### src/rtl/cp0_exc_handler_pkg.sv
// CP0 definitions shared by the exception handler and its timer:
// register numbers, excepttype codes, ExcCode values, bit positions and
// the exception decode helper.
package cp0_defs;

  // CP0 register numbers
  localparam logic [4:0] REG_BADVADDR = 5'd8;
  localparam logic [4:0] REG_COUNT    = 5'd9;
  localparam logic [4:0] REG_COMPARE  = 5'd11;
  localparam logic [4:0] REG_STATUS   = 5'd12;
  localparam logic [4:0] REG_CAUSE    = 5'd13;
  localparam logic [4:0] REG_EPC      = 5'd14;

  // excepttype codes from the exception detector
  localparam logic [31:0] EXCTYPE_INT     = 32'h1;
  localparam logic [31:0] EXCTYPE_ADEL    = 32'h4;
  localparam logic [31:0] EXCTYPE_ADES    = 32'h5;
  localparam logic [31:0] EXCTYPE_SYSCALL = 32'h8;
  localparam logic [31:0] EXCTYPE_BREAK   = 32'h9;
  localparam logic [31:0] EXCTYPE_RI      = 32'ha;
  localparam logic [31:0] EXCTYPE_OV      = 32'hc;
  localparam logic [31:0] EXCTYPE_ERET    = 32'he;

  // Cause.ExcCode values
  typedef enum logic [4:0] {
    EXCCODE_INT  = 5'h00,
    EXCCODE_ADEL = 5'h04,
    EXCCODE_ADES = 5'h05,
    EXCCODE_SYS  = 5'h08,
    EXCCODE_BP   = 5'h09,
    EXCCODE_RI   = 5'h0a,
    EXCCODE_OV   = 5'h0c
  } exc_code_e;

  // Bit positions
  localparam int STATUS_EXL = 1;
  localparam int CAUSE_BD   = 31;
  localparam int CAUSE_IP7  = 15;

  localparam logic [31:0] EXC_VECTOR_DEF = 32'hBFC0_0380;
  localparam logic [31:0] STATUS_RST_DEF = 32'h0040_0000;

  typedef struct packed {
    logic      commit;    // known exception that updates CP0 state
    logic      badaddr;   // BadVAddr must capture the faulting address
    exc_code_e code;
  } exc_dec_t;

  // Classify an excepttype code (eret and unknown codes do not commit).
  function automatic exc_dec_t exc_decode(input logic [31:0] t);
    exc_dec_t d;
    d = '{commit: 1'b1, badaddr: 1'b0, code: EXCCODE_INT};
    case (t)
      EXCTYPE_INT:     d.code = EXCCODE_INT;
      EXCTYPE_ADEL:    begin d.code = EXCCODE_ADEL; d.badaddr = 1'b1; end
      EXCTYPE_ADES:    begin d.code = EXCCODE_ADES; d.badaddr = 1'b1; end
      EXCTYPE_SYSCALL: d.code = EXCCODE_SYS;
      EXCTYPE_BREAK:   d.code = EXCCODE_BP;
      EXCTYPE_RI:      d.code = EXCCODE_RI;
      EXCTYPE_OV:      d.code = EXCCODE_OV;
      default:         d.commit = 1'b0;
    endcase
    return d;
  endfunction

endpackage

### src/rtl/cp0_exc_handler_timer.sv
// cp0_timer: Count/Compare pair with a divide-by-two Count tick and a
// sticky timer interrupt. Only instantiated when CP0_TIMER_INT_EN is defined.
module cp0_timer
  import cp0_defs::*;
(
  input  logic        clk,
  input  logic        rst,
  input  logic        count_we_i,
  input  logic        compare_we_i,
  input  logic [31:0] wdata_i,
  output logic [31:0] count_o,
  output logic [31:0] compare_o,
  output logic        timer_int_o
);

  logic [31:0] count_q, compare_q;
  logic        tog_q, timer_int_q;

  // Count ticks on every other clock, mtc0 writes take precedence; the
  // interrupt is sticky until software rewrites Compare.
  // NOTE: sequential state uses non-blocking assignments so every register
  // samples pre-edge values regardless of statement order.
  always_ff @(posedge clk or posedge rst) begin
    if (rst) begin
      count_q     <= '0;
      compare_q   <= '0;
      tog_q       <= 1'b0;
      timer_int_q <= 1'b0;
    end else begin
      tog_q <= ~tog_q;
      if (count_we_i)  count_q <= wdata_i;
      else if (tog_q)  count_q <= count_q + 32'd1;
      if (compare_we_i) compare_q <= wdata_i;
      if (compare_we_i)
        timer_int_q <= 1'b0;
      else if ((count_q == compare_q) && (compare_q != '0))
        timer_int_q <= 1'b1;
    end
  end

  assign count_o     = count_q;
  assign compare_o   = compare_q;
  assign timer_int_o = timer_int_q;

endmodule

### src/rtl/cp0_exc_handler.sv
// cp0_exc_handler: CP0 register file plus exception commit. Commits the
// registered excepttype code and pulses flush_o with the redirect PC one
// cycle later. Optional Count/Compare timer: define CP0_TIMER_INT_EN.
module cp0_exc_handler
  import cp0_defs::*;
#(
  parameter logic [31:0] EXC_VECTOR = EXC_VECTOR_DEF,
  parameter logic [31:0] STATUS_RST = STATUS_RST_DEF
) (
  input  logic        clk,
  input  logic        rst,
  input  logic [31:0] excepttype_i,
  input  logic [31:0] cur_pc_i,
  input  logic        in_delayslot_i,
  input  logic [31:0] bad_addr_i,
  input  logic [5:0]  int_i,
  input  logic        we_i,
  input  logic [4:0]  waddr_i,
  input  logic [31:0] wdata_i,
  input  logic [4:0]  raddr_i,
  output logic [31:0] rdata_o,
  output logic [31:0] status_o,
  output logic [31:0] cause_o,
  output logic [31:0] epc_o,
  output logic        flush_o,
  output logic [31:0] newpc_o,
  output logic        timer_int_o
);

  logic [31:0] status_q, status_d, cause_q, cause_d, epc_q, epc_d;
  logic [31:0] badvaddr_q, badvaddr_d, newpc_q, newpc_d;
  logic        flush_q, flush_d;
  logic [31:0] count, compare, epc_seen;
  logic        timer_int;
  exc_dec_t    dec;

`ifdef CP0_TIMER_INT_EN
  cp0_timer u_timer (
    .clk          (clk),
    .rst          (rst),
    .count_we_i   (we_i && (waddr_i == REG_COUNT)),
    .compare_we_i (we_i && (waddr_i == REG_COMPARE)),
    .wdata_i      (wdata_i),
    .count_o      (count),
    .compare_o    (compare),
    .timer_int_o  (timer_int)
  );
`else
  assign count     = '0;
  assign compare   = '0;
  assign timer_int = 1'b0;
`endif

  // Next-state: mtc0 first, then the exception commit overrides its fields.
  // NOTE: every always_comb output gets a default up front so no path can
  // leave it unassigned and infer a latch.
  always_comb begin
    dec        = exc_decode(excepttype_i);
    status_d   = status_q;
    cause_d    = cause_q;
    epc_d      = epc_q;
    badvaddr_d = badvaddr_q;

    if (we_i) begin
      case (waddr_i)
        REG_STATUS: status_d     = wdata_i;
        REG_CAUSE:  cause_d[9:8] = wdata_i[9:8];
        REG_EPC:    epc_d        = wdata_i;
        default:    ;
      endcase
    end
    // eret returns to EPC including a same-cycle mtc0 EPC write
    epc_seen = epc_d;

    cause_d[15:10] = {int_i[5] | timer_int, int_i[4:0]};

    if (dec.commit) begin
      if (!status_q[STATUS_EXL]) begin
        epc_d             = in_delayslot_i ? cur_pc_i - 32'd4 : cur_pc_i;
        cause_d[CAUSE_BD] = in_delayslot_i;
      end
      status_d[STATUS_EXL] = 1'b1;
      cause_d[6:2]         = dec.code;
      if (dec.badaddr) badvaddr_d = bad_addr_i;
    end else if (excepttype_i == EXCTYPE_ERET) begin
      status_d[STATUS_EXL] = 1'b0;
    end

    flush_d = (excepttype_i != '0);
    if (excepttype_i == EXCTYPE_ERET) newpc_d = epc_seen;
    else if (flush_d)                 newpc_d = EXC_VECTOR;
    else                              newpc_d = newpc_q;
  end

  // CP0 state and the registered flush/redirect outputs
  always_ff @(posedge clk or posedge rst) begin
    if (rst) begin
      status_q   <= STATUS_RST;
      cause_q    <= '0;
      epc_q      <= '0;
      badvaddr_q <= '0;
      flush_q    <= 1'b0;
      newpc_q    <= '0;
    end else begin
      status_q   <= status_d;
      cause_q    <= cause_d;
      epc_q      <= epc_d;
      badvaddr_q <= badvaddr_d;
      flush_q    <= flush_d;
      newpc_q    <= newpc_d;
    end
  end

  // mfc0 read port with same-cycle mtc0 bypass
  always_comb begin
    rdata_o = '0;
    if (we_i && (waddr_i == raddr_i)) begin
      rdata_o = wdata_i;
    end else begin
      case (raddr_i)
        REG_BADVADDR: rdata_o = badvaddr_q;
        REG_COUNT:    rdata_o = count;
        REG_COMPARE:  rdata_o = compare;
        REG_STATUS:   rdata_o = status_q;
        REG_CAUSE:    rdata_o = cause_q;
        REG_EPC:      rdata_o = epc_q;
        default:      rdata_o = '0;
      endcase
    end
  end

  assign status_o    = status_q;
  assign cause_o     = cause_q;
  assign epc_o       = epc_q;
  assign flush_o     = flush_q;
  assign newpc_o     = newpc_q;
  assign timer_int_o = timer_int;

endmodule

### config.mk
export PLATFORM = sky130hd
export DESIGN_NAME = cp0_exc_handler
export DESIGN_NICKNAME = d
export VERILOG_FILES = /design/src/rtl/cp0_exc_handler_pkg.sv /design/src/rtl/cp0_exc_handler_timer.sv /design/src/rtl/cp0_exc_handler.sv
export SDC_FILE = /design/constraint.sdc
export NUM_CORES = 1
export LEC_CHECK = 0
export ABC_AREA = 1
export CAP_MARGIN = 15
export CELL_PAD_IN_SITES_DETAIL_PLACEMENT = 1
export CELL_PAD_IN_SITES_GLOBAL_PLACEMENT = 2
export CORE_ASPECT_RATIO = 1.5
export CORE_UTILIZATION = 22
export CTS_BUF_LIST = sky130_fd_sc_hd__clkbuf_4 sky130_fd_sc_hd__clkbuf_8
export CTS_CLUSTER_SIZE = 20
export DETAILED_ROUTE_END_ITERATION = 6
export GPL_TIMING_DRIVEN = 0
export HOLD_SLACK_MARGIN = 0.05
export PLACE_DENSITY_LB_ADDON = 0.08
export SKIP_LAST_GASP = 1
export SYNTH_ARGS = -nofsm -noshare
export SYNTH_HDL_FRONTEND = slang
export SYNTH_SLANG_ARGS = --single-unit
### constraint.sdc
create_clock -name clk -period 4.59 [get_ports clk]
set_input_delay 0.918 -clock clk [delete_from_list [all_inputs] [get_ports clk]]
set_output_delay 0.918 -clock clk [all_outputs]
set_load 0.02 [all_outputs]
After elaboration in Yosys (flattened, before gate mapping) --
Index checks and enable logic that the tools add are counted.
Word-level totals: register bits after elaboration 143, input port bits 148, output and inout bits 162, word-level logic and storage cells 56
Operators by class: add/sub/neg operators 1, eq/ne operators 16, mux-type cells 16, bitwise gates (word level) 1, reductions and logical operators 12
Operator list (number):
- 32-bit two-way mux | 8
- 32-bit by 4-bit equality test with 1-bit output (second input constant) | 5
- 32-bit one-hot mux with 4 select lines | 1
- 32-bit by 3-bit equality test with 1-bit output (second input constant) | 2
- 5-bit by 4-bit equality test with 1-bit output (second input constant) | 7
- 32-bit by 1-bit equality test with 1-bit output (second input constant) | 1
- 32-bit nonzero test | 1
- 32-bit by 3-bit subtractor with 32-bit output (second input constant) | 1
- 4-bit one-hot mux with 6 select lines | 1
- 2-bit AND reduction | 5
- 7-bit OR reduction | 1
- 3-bit nonzero test | 2
- 5-bit equality test | 1
- 1-bit two-way mux | 4
- 2-bit two-way mux | 2
- 2-bit nonzero test | 1
- 2-bit OR reduction | 1
- 1-bit logical AND | 1
- 1-bit inverter | 1

Longest topological paths before layout --
depth in word-level cells 5, gate-level depth with buffers 13, mapped depth without buffers 13

Least setup slack after synthesis --
No wires, ideal clock.
path kind in2out, start input port raddr_i[0], end output port rdata_o[24], arrival 2.180 ns, data required time 3.672 ns, setup slack 1.492 ns, cell stages on the path 8, path buffers 1, cells stage by stage nor2_1 > nand2_1 > nor2_1 > buf_2 > nand2_1 > o21ai_0 > a21oi_1 > o21ai_0
On the way: cells in the longest elaborated chain, start to end 3, elaborated cells between the ends (all ways) 8, those cells by class eq/ne: 5; mux: 2; reduce/logical: 1
RTL lines:
- from (decl) | RTL line cp0_exc_handler.sv:20 | input logic [4:0] raddr_i,
- 5-bit by 4-bit equality test with 1-bit output / 5-bit equality test (equally long branches) | RTL line cp0_exc_handler.sv:120, cp0_exc_handler.sv:117
- 32-bit one-hot mux with 4 select lines / 1-bit logical AND (equally long branches) | RTL line cp0_exc_handler.sv:120, cp0_exc_handler.sv:117
- 32-bit two-way mux * | RTL line cp0_exc_handler.sv:117 | if (we_i && (waddr_i == raddr_i)) begin
- to (decl) | RTL line cp0_exc_handler.sv:21 | output logic [31:0] rdata_o,
Mark *: on every way between the ends. The rest lies on a longest branch, timed or not.

Worst setup path after layout --
start input port raddr_i[1], end output port rdata_o[1]
Same word-level chain as after synthesis.

==> flow_summary_export.csv <==
group,metric,value,unit
status,status,"finished clean",
pwr,worst_ir_drop_vdd,0.200,mV
layout,final_layout_size_suffix_gt1_share,7.34,%
global_route,grt.overflow.total,0,
logic_synthesis,synth-warning-count,0,
timing,period_needed,4.43,ns
worst_setup_path,worstReg2RegStart,"status_o[1]",
global_route,grt_antenna_before_repair,2,
pwr,power_density,286,nW/um^2
timing,setup_slack,0.160,ns
die,die_h,237,um
route,viasPerCell,4.40,
route,num_vias,8587,
logic_synthesis,synth-seq-area-share,43.8,%
placed_design,dp_cells,1919,
clock_tree,cts_buffer_depth,2,
route,postRouteAntennaNets,0,
worst_setup_path,path_class,"in -> out",
logic_synthesis,syn_area_per_cell,7.18,sq um
worst_setup_path,rr_worst_depth,4,
clock_tree,clk_latency,0.48,ns
flow_run,cap_violations,0,
logic_synthesis,synth_edf_count,0,
global_route,grt_pass1_vias,9292,
hold_path,hold_path.class,"reg -> reg",
clock_tree,htreeDepth,4,
timing,hold_slack,0.497,ns
placed_design,gp_congestion,0.828,
die,boundaryPins,310,
logic_synthesis,ys_ff_latch,142,
logic_synthesis,ys_top_cells_by_area,"dfrtp_1, nand2_1, o21ai_0",
placed_design,post-place-ws,-0.215,ns
die,dieWidth,159,um
die,initial_core_util,22.4,%
die,coreArea,36200,sq um
timing,tightest_slew,0.890,ns
clock_tree,clkSinkCount,142,
hold_path,hp-start,"badvaddr_q[25]",
worst_setup_path,end_kind,"output port",
route,drt_first_pass_iters,4,
logic_synthesis,yosysMostFrequentCell,"nand2_1",
route,wirelength,39200,um
hold_path,hold_depth,2,
placed_design,dpl.hpwl,32900,um
timing,fin_tns_setup,0,ns
worst_setup_path,worstPathCellList,"clkdlybuf4s50_1 -> inv_1 -> a221oi_1 -> nand3_1 -> buf_2 -> inv_1 -> nand2_1 -> o21ai_1 -> clkdlybuf4s50_1",
timing,setup_viol,0,
worst_setup_path,r2r_slack,2.92,ns
clock_tree,tritoncts,"yes",
worst_setup_path,r2r-end,"epc_o[19]",
global_route,grt_pass1_wl,59100,um
worst_setup_path,critical_path_arrival,3.51,ns
timing,clock.fmax,226,MHz
hold_path,min_to,"badvaddr_q[25]",
layout,syn_to_final_growth,49.7,%
clock_tree,cts_made_buffers,17,
logic_synthesis,async_flop_share,100,%
route,avgRoutedWirePerCell,20.1,um
route,drc,0,
logic_synthesis,syn_area,8120,sq um
worst_setup_path,start_kind,"primary input",
placed_design,io_buffers,289,
worst_setup_path,critPathSlowestCell,"clkdlybuf4s50_1",
die,rows,85,
logic_synthesis,synth_top_area_share,43.5,%
logic_synthesis,synthDistinctLibCells,43,
global_route,grt_use_total,21.3,%
logic_synthesis,ys_top_cells_by_count,"nand2_1, dfrtp_1, o21ai_0",
route,drtIter0Drc,332,
layout,final_cells,1951,
clock_tree,clk_pin_slew,0.08,ns
worst_setup_path,required,3.67,ns
clock_tree,hold_buffers,0,
die,die-area,37700,sq um
global_route,grt_max_degree,40,
timing,slew_headroom,40.5,%
logic_synthesis,syn_inst,1130,
timing,finalClockSkew,0.00439,ns
worst_setup_path,worstPathMaxFanout,10,
timing,drv_slew,0,
clock_tree,cts_root_buf,"clkbuf_8",
timing,finalCritPeriodShare,96.5,%
layout,final_nets,1610,
timing,rsz0062_at_grt,"no",
logic_synthesis,synthFlopType,"dfrtp_1",
worst_setup_path,critPathMaxStageDelay,0.67,ns
timing,hold_viol,0,
pwr,p_leak,0.00561,uW
logic_synthesis,yosysTopAreaCell,"dfrtp_1",
## worst max-delay path by stage
| stage | startpoint | end | slack [ns] |
|---|---|---|---|
| floorplan | raddr_i[0] | rdata_o[24] | 1.49 |
| global placement | raddr_i[4] | rdata_o[7] | -0.17 |
| detailed placement | raddr_i[4] | rdata_o[7] | -0.21 |
| CTS | raddr_i[4] | rdata_o[7] | 0.02 |
| global route | raddr_i[4] | rdata_o[16] | 0.004 |
| finish | raddr_i[1] | rdata_o[1] | 0.16 |
## cells in the final DEF (no fill, tap or decap), types with 5 or more instances in the layout
cell             count
xor2_1              12
nand2_1            408
buf_6                5
inv_2                6
inv_1              104
nand3_1             54
clkbuf_8            20
buf_4               26
clkdlybuf4s50_1    286
conb_1              20
clkbuf_1            19
dfrtp_1            141
o21ai_0            115
nand2_2              7
a21oi_1             19
o21ai_1             11
nor2_1              99
o211ai_1             8
buf_2               12
o22a_1               5
o2111ai_1            8
nand4_1             13
a22o_1              17
## kinds of logic (layout without fill, tap and decap cells)
| logic type | after synthesis | count (layout) | share of synthesized area [%] |
|---|---|---|---|
| buffers and inverters | 178 | 500 | 10.1 |
| flip-flops | 142 | 142 | 43.8 |
| XOR/XNOR | 15 | 15 | 1.62 |
| other | 1 | 22 | 0.0462 |
| AND/OR/NAND/NOR | 600 | 600 | 30.3 |
| AO/OA/AOI/OAI | 193 | 193 | 14.0 |
| adder cells (fa/ha/maj) | 1 | 1 | 0.154 |
## what timing repair did
action,CTS,global route
pin swaps,1,0
endpoints found under the setup margin,20,15
setup buffers,1,0
gates cloned,0,0
gates resized for setup,2,8
## stage by stage
| stage | instance area (sq um) | utilization (%) | power [uW] |
|---|---|---|---|
| global route | 12200 | 33.6 | 3650 |
| CTS | 12100 | 33.5 | 3530 |
| detailed placement | 11700 | 32.5 | 2480 |
| global placement | 11700 | 32.3 | 2460 |
| finish | 12200 | 33.6 | 3480 |
| floorplan | 8190 | - | 1900 |
## sequential cells by signal, indices dropped and copies added (netlist names)
signal and count:
epc_o 32, newpc_o 32, status_o 32, cause_o 13, flush_o 1, badvaddr_q 32
## layout make-up
class                   instances  area, sq um
diodes                          2         5.00
plain buffers                  65          400
clock buffers                  22          290
clock inverters                 7         88.8
fillers                      4417        24000
inverters                     113          428
multi-input cells             829         3820
flip-flops and latches        142         3550
well taps                     478          598
repair buffers                293         2970
## critical path, delay by kind of cell
kind | cells | cell delay, ns
AO/OA/AOI/OAI | 2 | 0.48
buffers and inverters | 5 | 1.78
AND/OR/NAND/NOR | 2 | 0.33
## power by group
group | total [uW] | leakage, uW | switching (uW) | internal, uW
clock | 1040 | 0.000201 | 509 | 526
sequential | 1470 | 0.00176 | 109 | 1360
combinational | 973 | 0.00365 | 542 | 431
## layer usage
layer | share of wire [%] | GRT usage [%] | wire length [um]
met5 | 0 | 0 | 0
met2 | 53 | 39.3 | 20600
met1 | 40 | 24.1 | 15800
met3 | 5.0 | 4.62 | 1940
met4 | 2.2 | 6.91 | 847
Note: power is estimated with default switching activity, not from simulation.
